File: config.mk
export PLATFORM = sky130hd
export DESIGN_NAME = fifo_1w1r_rd_ctrl_flat
export DESIGN_NICKNAME = d
export VERILOG_FILES = /design/src/rtl/fifo_1w1r_rd_ctrl_pkg.sv /design/src/rtl/fifo_1w1r_rd_ctrl_if.sv /design/src/rtl/fifo_1w1r_rd_ctrl_ptr_sync2.sv /design/src/rtl/fifo_1w1r_rd_ctrl.sv /design/src/flat_wrapper.sv
export SDC_FILE = /design/constraint.sdc
export NUM_CORES = 1
export LEC_CHECK = 0
export ABC_AREA = 1
export BUFFER_PORTS_ARGS = -buffer_cell sky130_fd_sc_hd__buf_4
export CAP_MARGIN = 20
export CORE_MARGIN = 2
export CORE_UTILIZATION = 40
export DETAILED_ROUTE_END_ITERATION = 10
export GPL_ROUTABILITY_DRIVEN = 0
export PLACE_DENSITY = 0.71
export SLEW_MARGIN = 20
export SYNTH_ARGS = -nofsm -noshare
export SYNTH_HDL_FRONTEND = slang
export SYNTH_SLANG_ARGS = --single-unit
File: constraint.sdc
create_clock -name rclk -period 3.33 [get_ports rclk]
set_input_delay 0 -clock rclk [delete_from_list [all_inputs] [get_ports rclk]]
set_output_delay 0 -clock rclk [all_outputs]
set_load 0.1 [all_outputs]
File: src/rtl/fifo_1w1r_rd_ctrl_pkg.sv
// Shared definitions for the XSPI AXI slave FIFOs: default geometry and Gray-code helpers.
package fifo_1w1r_rd_ctrl_pkg;

  localparam int FIFO_ADDR_WIDTH = 3;
  localparam int FIFO_DATA_WIDTH = 39;
  localparam int GRAY_MAX_W      = 32;

  // Callers zero-extend narrower pointers; leading zeros do not disturb the low bits.
  function automatic logic [GRAY_MAX_W-1:0] bin2gray(input logic [GRAY_MAX_W-1:0] b);
    return b ^ (b >> 1);
  endfunction

  function automatic logic [GRAY_MAX_W-1:0] gray2bin(input logic [GRAY_MAX_W-1:0] g);
    logic [GRAY_MAX_W-1:0] b;
    b[GRAY_MAX_W-1] = g[GRAY_MAX_W-1];
    for (int i = GRAY_MAX_W-2; i >= 0; i--) begin
      b[i] = b[i+1] ^ g[i];
    end
    return b;
  endfunction

endpackage

File: src/rtl/fifo_1w1r_rd_ctrl_if.sv
// Read-side bus of the 1W1R FIFO: memory read port plus the valid/ready output stream.
interface fifo_1w1r_rd_ctrl_if
  import fifo_1w1r_rd_ctrl_pkg::*;
#(
  parameter int ADDR_WIDTH = FIFO_ADDR_WIDTH,
  parameter int DATA_WIDTH = FIFO_DATA_WIDTH
) ();

  logic [ADDR_WIDTH-1:0] raddr;
  logic                  ren;
  logic [DATA_WIDTH-1:0] rdata;
  logic                  rd_valid;
  logic                  rd_ready;
  logic [DATA_WIDTH-1:0] rd_data;

  modport master (
    output raddr, ren, rd_valid, rd_data,
    input  rdata, rd_ready
  );

  modport slave (
    input  raddr, ren, rd_valid, rd_data,
    output rdata, rd_ready
  );

endinterface

File: src/rtl/fifo_1w1r_rd_ctrl_ptr_sync2.sv
// Two-flop synchroniser for a Gray-coded pointer crossing clock domains; shared by both FIFO sides.
module fifo_1w1r_rd_ctrl_ptr_sync2 #(
  parameter int WIDTH = 4
) (
  input  logic             clk,
  input  logic             rst_n,
  input  logic [WIDTH-1:0] d,
  output logic [WIDTH-1:0] q
);

  logic [WIDTH-1:0] q1;

  // NOTE: non-blocking assignments keep q1->q a true two-stage shift, independent of statement order.
  always_ff @(posedge clk) begin
    if (!rst_n) begin
      q1 <= '0;
      q  <= '0;
    end else begin
      q1 <= d;
      q  <= q1;
    end
  end

endmodule

File: src/rtl/fifo_1w1r_rd_ctrl.sv
// Read-side controller of the dual-clock 1W1R FIFO: pointer sync, empty, fetch and 2-entry prefetch.
// Optional FIFO_RD_LEVEL_EN adds a registered rd_level occupancy output.
module fifo_1w1r_rd_ctrl
  import fifo_1w1r_rd_ctrl_pkg::*;
#(
  parameter int ADDR_WIDTH = FIFO_ADDR_WIDTH,
  parameter int DATA_WIDTH = FIFO_DATA_WIDTH
) (
  input  logic                rclk,
  input  logic                rrst_n,
  input  logic [ADDR_WIDTH:0] wptr_gray,
  output logic [ADDR_WIDTH:0] rptr_gray,
  output logic                empty,
`ifdef FIFO_RD_LEVEL_EN
  output logic [ADDR_WIDTH:0] rd_level,
`endif
  fifo_1w1r_rd_ctrl_if.master rd_if
);

  localparam int PW = ADDR_WIDTH + 1;

  logic [ADDR_WIDTH:0]   wq2;
  logic [ADDR_WIDTH:0]   rptr_bin;
  logic [ADDR_WIDTH:0]   rptr_bin_nxt;
  logic                  inflight;
  logic [1:0]            buf_cnt;
  logic [DATA_WIDTH-1:0] head;
  logic [DATA_WIDTH-1:0] tail;
  logic                  pop;
  logic                  push;
  logic                  ren;
  logic [2:0]            occ;

  fifo_1w1r_rd_ctrl_ptr_sync2 #(.WIDTH(PW)) u_wptr_sync (
    .clk   (rclk),
    .rst_n (rrst_n),
    .d     (wptr_gray),
    .q     (wq2)
  );

  // Full memory differs from the read pointer in the top two Gray bits, so it reads as non-empty.
  assign empty        = (rptr_gray == wq2);
  assign rd_if.rd_valid = (buf_cnt != 2'd0);
  assign rd_if.rd_data  = head;
  assign pop          = rd_if.rd_valid & rd_if.rd_ready;
  assign push         = inflight;

  // Words already committed to the buffer after this cycle's pop; fetch only while a slot stays free.
  assign occ          = {1'b0, buf_cnt} + {2'b00, inflight} - {2'b00, pop};
  assign ren          = !empty && (occ < 3'd2);
  assign rd_if.ren    = ren;
  assign rd_if.raddr  = rptr_bin[ADDR_WIDTH-1:0];
  assign rptr_bin_nxt = rptr_bin + PW'(1);

  always_ff @(posedge rclk) begin
    if (!rrst_n) begin
      rptr_bin  <= '0;
      rptr_gray <= '0;
      inflight  <= 1'b0;
    end else begin
      inflight <= ren;
      if (ren) begin
        rptr_bin  <= rptr_bin_nxt;
        rptr_gray <= PW'(bin2gray(GRAY_MAX_W'(rptr_bin_nxt)));
      end
    end
  end

  // NOTE: the two data registers are reset too, so rd_data reads 0 after reset rather than stale data.
  always_ff @(posedge rclk) begin
    if (!rrst_n) begin
      buf_cnt <= 2'd0;
      head    <= '0;
      tail    <= '0;
    end else begin
      unique case ({push, pop})
        2'b10: begin
          if (buf_cnt == 2'd0) head <= rd_if.rdata;
          else                 tail <= rd_if.rdata;
          buf_cnt <= buf_cnt + 2'd1;
        end
        2'b01: begin
          head    <= tail;
          buf_cnt <= buf_cnt - 2'd1;
        end
        2'b11: begin
          if (buf_cnt == 2'd2) begin
            head <= tail;
            tail <= rd_if.rdata;
          end else begin
            head <= rd_if.rdata;
          end
        end
        default: ;
      endcase
    end
  end

  a_no_push_into_full: assert property (
    @(posedge rclk) disable iff (!rrst_n) !(push && !pop && buf_cnt == 2'd2)
  );

`ifdef FIFO_RD_LEVEL_EN
  logic [ADDR_WIDTH:0] wq2_bin;

  assign wq2_bin = PW'(gray2bin(GRAY_MAX_W'(wq2)));

  always_ff @(posedge rclk) begin
    if (!rrst_n) rd_level <= '0;
    else         rd_level <= (wq2_bin - rptr_bin) + PW'(inflight) + PW'(buf_cnt);
  end
`endif

endmodule

File: src/flat_wrapper.sv
// flat-port wrapper written by rule: the top's interface ports become plain ports
module fifo_1w1r_rd_ctrl_flat import fifo_1w1r_rd_ctrl_pkg::*;
#(
  parameter int ADDR_WIDTH = FIFO_ADDR_WIDTH,
  parameter int DATA_WIDTH = FIFO_DATA_WIDTH
)
  (rclk, rrst_n, wptr_gray, rptr_gray, empty, rd_if_raddr, rd_if_ren, rd_if_rd_valid, rd_if_rd_data, rd_if_rdata, rd_if_rd_ready);
  fifo_1w1r_rd_ctrl_if #(.ADDR_WIDTH(ADDR_WIDTH), .DATA_WIDTH(DATA_WIDTH)) rd_if_i ();
  input  logic rclk;
  input  logic rrst_n;
  input  logic [ADDR_WIDTH:0] wptr_gray;
  output logic [ADDR_WIDTH:0] rptr_gray;
  output logic empty;
  output wire logic [$bits(rd_if_i.raddr)-1:0] rd_if_raddr;
  output wire logic [$bits(rd_if_i.ren)-1:0] rd_if_ren;
  output wire logic [$bits(rd_if_i.rd_valid)-1:0] rd_if_rd_valid;
  output wire logic [$bits(rd_if_i.rd_data)-1:0] rd_if_rd_data;
  input wire logic [$bits(rd_if_i.rdata)-1:0] rd_if_rdata;
  input wire logic [$bits(rd_if_i.rd_ready)-1:0] rd_if_rd_ready;
  assign rd_if_raddr = rd_if_i.raddr;
  assign rd_if_ren = rd_if_i.ren;
  assign rd_if_rd_valid = rd_if_i.rd_valid;
  assign rd_if_rd_data = rd_if_i.rd_data;
  assign rd_if_i.rdata = rd_if_rdata;
  assign rd_if_i.rd_ready = rd_if_rd_ready;
  fifo_1w1r_rd_ctrl #(.ADDR_WIDTH(ADDR_WIDTH), .DATA_WIDTH(DATA_WIDTH)) u_core (.rclk(rclk), .rrst_n(rrst_n), .wptr_gray(wptr_gray), .rptr_gray(rptr_gray), .empty(empty), .rd_if(rd_if_i));
endmodule
Word-level counts from Yosys, hierarchy flattened --
Index checks and enable logic that the tools add are counted.
Storage, ports and cells: input bits 46, output and inout port bits 49, register bits after elaboration 97
Operators by class: add/sub/neg operators 5, bitwise gates (word level) 2, eq/ne operators 8, $lt $le $gt $ge 1, reductions and logical operators 9, multiplexer cells 7
Operators by type and width (number):
- $mux 39 | 4
- $pmux 39 s3 | 1
- $pmux 39 s2 | 1
- $eq 2x2->1 const B | 3
- $reduce_bool 2->1 | 3
- $add 4x1->4 const B | 1
- $eq 4x4->1 | 1
- $ne 2x1->1 const B | 2
- $pmux 2 s2 | 1
- $xor 4x3->4 | 1
- $add 2x1->3 | 1
- $lt 3x2->1 const B | 1
- $reduce_and 3->1 | 1
- $reduce_bool 3->1 | 1
- $sub 3x1->3 | 1
- $add 2x1->2 const B | 1
- $eq 2x1->1 const B | 1
- $logic_not 2->1 | 1
- $ne 2x2->1 const B | 1
- $reduce_and 2->1 | 1
- $sub 2x1->2 const B | 1
- $and 1x1->1 | 1
- $logic_and 1x1->1 | 1
- $logic_not 1->1 | 1

Logic depth before layout (Yosys ltp) --
word-level depth 5, mapped depth 15

By module --
From an unflattened synthesis, not the netlist that was laid out.
Second synthesis, totals: cell total of the unflattened synthesis 513, area, all modules 3890.0 µm²
By module, submodules not included:
- fifo_1w1r_rd_ctrl | area an instance 3664.8 µm², sequential area each 1761.7 µm², cells an instance 488, instances 1
- fifo_1w1r_rd_ctrl_ptr_sync2 | area an instance 225.2 µm², sequential area each 160.2 µm², cells an instance 25, instances 1

Worst setup path before layout --
OpenSTA, ideal clock, no wires.
path type flip-flop to flip-flop, start register u_core.buf_cnt[1], end register u_core.rptr_bin[0], slack 0.371 ns, data required time 3.265 ns, clock period less this slack 2.959 ns, path buffers 0, setup time 0.065 ns, arrival 2.894 ns, cell stages (with the launch flop) 15, cells stage by stage dfxtp_1 -> inv_2 -> nand2_4 -> nand2_2 -> inv_1 -> ha_1 -> nor2_1 -> inv_1 -> fa_1 -> o21ai_1 -> a21oi_2 -> nand2_1 -> inv_2 -> nor2_1 -> nor2_1
On the way: cells in the longest elaborated chain, start to end 5, elaborated cells on any way between the ends 6
Ends and longest elaborated chain:
- start: declaration | RTL line fifo_1w1r_rd_ctrl.sv:26 | logic [1:0] buf_cnt;
- start signal: assignment | RTL line fifo_1w1r_rd_ctrl.sv:80 | buf_cnt <= buf_cnt + 2'd1;
- start signal: assignment | RTL line fifo_1w1r_rd_ctrl.sv:84 | buf_cnt <= buf_cnt - 2'd1;
- $reduce_bool 2->1 | RTL line fifo_1w1r_rd_ctrl.sv:43 | assign rd_if.rd_valid = (buf_cnt != 2'd0);
- via rd_if_rd_valid | RTL line flat_wrapper.sv:16 | output wire logic [$bits(rd_if_i.rd_valid)-1:0] rd_if_rd_valid;
- $and 1x1->1 | RTL line fifo_1w1r_rd_ctrl.sv:45 | assign pop = rd_if.rd_valid & rd_if.rd_ready;
- $sub 3x1->3 | RTL line fifo_1w1r_rd_ctrl.sv:49 | assign occ = {1'b0, buf_cnt} + {2'b00, inflight} - {2'b00, pop};
- $lt 3x2->1 | RTL line fifo_1w1r_rd_ctrl.sv:50 | assign ren = !empty && (occ < 3'd2);
- $logic_and 1x1->1 | RTL line fifo_1w1r_rd_ctrl.sv:50
- via rd_if_ren | RTL line flat_wrapper.sv:15 | output wire logic [$bits(rd_if_i.ren)-1:0] rd_if_ren;
- end signal: assignment | RTL line fifo_1w1r_rd_ctrl.sv:63 | rptr_bin <= rptr_bin_nxt;
- end: declaration | RTL line fifo_1w1r_rd_ctrl.sv:23 | logic [ADDR_WIDTH:0] rptr_bin;
The timed path passes the listed nets, and every way through them passes these cells. A chain may end at the register's enable or synchronous reset.

Worst setup path after layout --
start register u_core.buf_cnt[1], end output rd_if_ren
On the way: cells in the longest elaborated chain, start to end 5, elaborated cells on any way between the ends 6
Ends and longest elaborated chain (RTL line):
- parallel branches: the longest is 2 deep, another holds $add 2x1->3
- $sub 3x1->3 (*) | fifo_1w1r_rd_ctrl.sv:49
- $lt 3x2->1 (*) | fifo_1w1r_rd_ctrl.sv:50
- $logic_and 1x1->1 (*) | fifo_1w1r_rd_ctrl.sv:50
- end: declaration | flat_wrapper.sv:15
Mark *: on every way between the ends.

==> results by group <==
Outcome
  – Status: completed

Min path
  – Hold Path Class: input port to register

Worst setup path
  – Worst Path Required: 3.33 ns
  – Cells on worst reg2reg path: 13
  – Element type at the critical path end: output port
  – Crit path arrival time: 3.03 ns
  – R2r endpoint: u_core.rptr_bin[0]$_SDFFE_PN0P_
  – CP Launch Type: register
  – CP Cell Sequence: inv_2 > nand2_4 > nand2_2 > inv_1 > ha_1 > nor2_1 > inv_1 > fa_1 > o21ai_1 > a21oi_2 > nand2_2 > inv_2 > buf_4
  – CP startpoint: u_core.buf_cnt[1]$_SDFFE_PN0N_
  – Reg2reg start: u_core.buf_cnt[1]$_SDFFE_PN0N_
  – CP endpoint: rd_if_ren
  – Setup CP Type: register to output port
  – CP max FO: 9
  – Crit path largest cell delay: between 0.4 and 0.5 ns
  – R2R setup slack: approximately 0.67 ns
  – CP max stage cell: dfxtp_1

Detailed routing
  – Via count: approximately 3,700
  – 1st-pass router iterations: 4
  – DRT Wirelength: 9650 µm
  – Post-route ant nets: 0
  – Initial detailed-routing violation count: roughly 140
  – Routed WL per cell: 12.57 µm
  – Vias per Instance: 4.850
  – DRC Markers: 0

Global route
  – First-pass GRT wire length: 16,240 µm
  – Vias in the first global route: 3,677
  – Largest net degree at the start of global routing: 52
  – Initial antenna violation count: 0
  – Total gr overflow: 0
  – Gr usage total: approximately 19%

Clock network
  – CTS tree: done
  – H-tree Lvls: 3
  – Setup bufs post-CTS: 0
  – Worst-Skew Late Latency: 0.35 ns
  – Reg clk slew, reported paths: 0.10 ns
  – Clock Tree Buf Depth: 2
  – Root Driver: clkbuf_8
  – Num CTS Buffers: 9
  – # clock sinks: 96

Final layout
  – Area Growth Syn to Fin: 35.38%
  – Nets: 686
  – Diode count: 0
  – Share of post-route cells with drive strength above 1: between 10% and 20%
  – Finished Core Util: 56.26%

STA
  – Setup TNS: 0 ns
  – Finish-stage setup viols: 0
  – Worst-margin pin slew: 0.7782 ns
  – Period minus WS final: 3.035 ns
  – Pins Over Slew Limit: 0
  – Clock skew: 0.01490 ns
  – Final hold vios: 0
  – Max Fclk: 0.3295 GHz
  – Hold Slack: between 0.1 and 0.15 ns
  – Rel. slew slack: 48.04%
  – Tcrit/Tclk final: between 90% and 100%
  – RSZ-0062 raised after global routing: no

Yosys
  – Avg Inst Size Synth: roughly 7.5 µm²
  – Yosys warnings: 0
  – Synthesized Nets: approximately 570
  – Seq/Total Area, Yosys: a little under 50%
  – Cells after Synth: 514
  – Yosys cell types: 26
  – Synthesized area: 3876 µm²
  – #FFs+latches synth: 96

Floorplan
  – Row cnt: 35
  – Starting Density: approximately two fifths
  – DIE WIDTH: 102.4 µm
  – Core area: 9328 µm²
  – IO Count: 95
  – Die Ht: between 100 and 150 µm
  – Die area: roughly 10,000 µm²

Placed design
  – PortBufs: 94
  – HPWL Detailed: ~5900 µm

Flow run
  – Max_cap viols: 0
cells by family after synthesis:
logic type / Yosys count / share of synthesized area, %
AO/OA/AOI/OAI: 130 / 18.24
AND/OR/NAND/NOR: 215 / 21.82
XOR/XNOR: 3 / 0.6780
adder cells (fa/ha/maj): 6 / 2.130
buffers and inverters: 64 / 7.553
flip-flops: 96 / 49.58
routing by layer:
layer	vias to the layer above	track usage (%)	share of wire [%]	wire, µm
li1	1921	-	-	-
met1	1692	22.89	45	4311
met2	98	34.09	50	4788
met3	14	3.146	4.0	384
met4	0	8.308	1.7	167
met5	-	0	0	0
flip-flops by register name, summed over array words and instances (netlist names):
name                   count
u_core.buf_cnt             2
u_core.inflight            1
u_core.rd_if.rd_data      39
u_core.rptr_bin            4
u_core.rptr_gray           3
u_core.tail               39
u_core.u_wptr_sync.q       4
u_core.u_wptr_sync.q1      4
layout by cell type, fill, tap and decap left out, drive strengths merged:
cell	netlist	routed
a21oi	47	47
a31oi	39	39
buf	21	99
clkbuf	12	11
clkinv	0	2
clkinvlp	0	2
dfxtp	96	96
dlygate4sd3	0	43
fa	1	1
ha	5	5
inv	31	32
nand2	195	195
nand3	7	7
nand3b	2	2
nand4	1	1
nor2	10	10
o21ai	44	44
xnor2	2	2
xor2	1	1
worst max-delay path: cells and delay by family, from the launching register on:
kind                     cells  cell delay (ns)
AND/OR/NAND/NOR              4             0.49
flip-flops                   1             0.48
AO/OA/AOI/OAI                2             0.33
adder cells (fa/ha/maj)      2             0.74
buffers and inverters        5             0.66
synthesized netlist by cell type, drive strengths merged:
library cell | instances | area share [%]
nand2 | 195 | 19
dfxtp | 96 | 50
a21oi | 47 | 6.2
o21ai | 44 | 5.8
a31oi | 39 | 6.3
inv | 31 | 3.0
buf | 21 | 3.4
clkbuf | 12 | 1.2
nor2 | 10 | 0.97
nand3 | 7 | 1.0
ha | 5 | 1.6
nand3b | 2 | 0.39
xnor2 | 2 | 0.45
fa | 1 | 0.52
nand4 | 1 | 0.16
xor2 | 1 | 0.23
repair_timing:
item	in CTS	in global routing
hold buffers	43	0
setup endpoints to repair	0	1
endpoints found under the hold margin	82	0
resized for setup	0	1
metrics by stage:
step / area, µm² / setup slack [ns] / cells
3_5_place_dp: 4604 / 0.6188 / 708
6_report: 5248 / 0.2951 / 768
2_1_floorplan: 3876 / 0.3710 / 514
5_1_grt: 5248 / 0.05165 / 768
3_3_place_gp: 4604 / 0.7114 / 708
4_1_cts: 5218 / 0.2095 / 767
how the worst min path moves through the flow:
stage,start,to,slack [ns],depth (start not counted)
2_1_floorplan,wptr_gray[0],u_core.u_wptr_sync.q1[0]$_SDFF_PN0_,0.1,2
3_3_place_gp,wptr_gray[0],u_core.u_wptr_sync.q1[0]$_SDFF_PN0_,0.18,3
3_5_place_dp,wptr_gray[1],u_core.u_wptr_sync.q1[1]$_SDFF_PN0_,0.19,3
4_1_cts,rrst_n,u_core.u_wptr_sync.q1[3]$_SDFF_PN0_,0.10,3
5_1_grt,rrst_n,u_core.u_wptr_sync.q1[1]$_SDFF_PN0_,0.14,3
6_report,rrst_n,u_core.u_wptr_sync.q[0]$_SDFF_PN0_,0.12,3
final cells by class:
class                           instances  area (µm²)
Tap cell                              129       161.4
Clock inverter                          5       41.29
Clock buffer                           11       141.4
Sequential cell                        96        1922
Inverter                               31       116.4
Timing Repair Buffer                  142        1194
Multi-Input combinational cell        354        1672
Fill cell                             870        4080
Power is not shown: default switching activity piles up to over one toggle a cycle in this logic, so the estimate is an artifact.
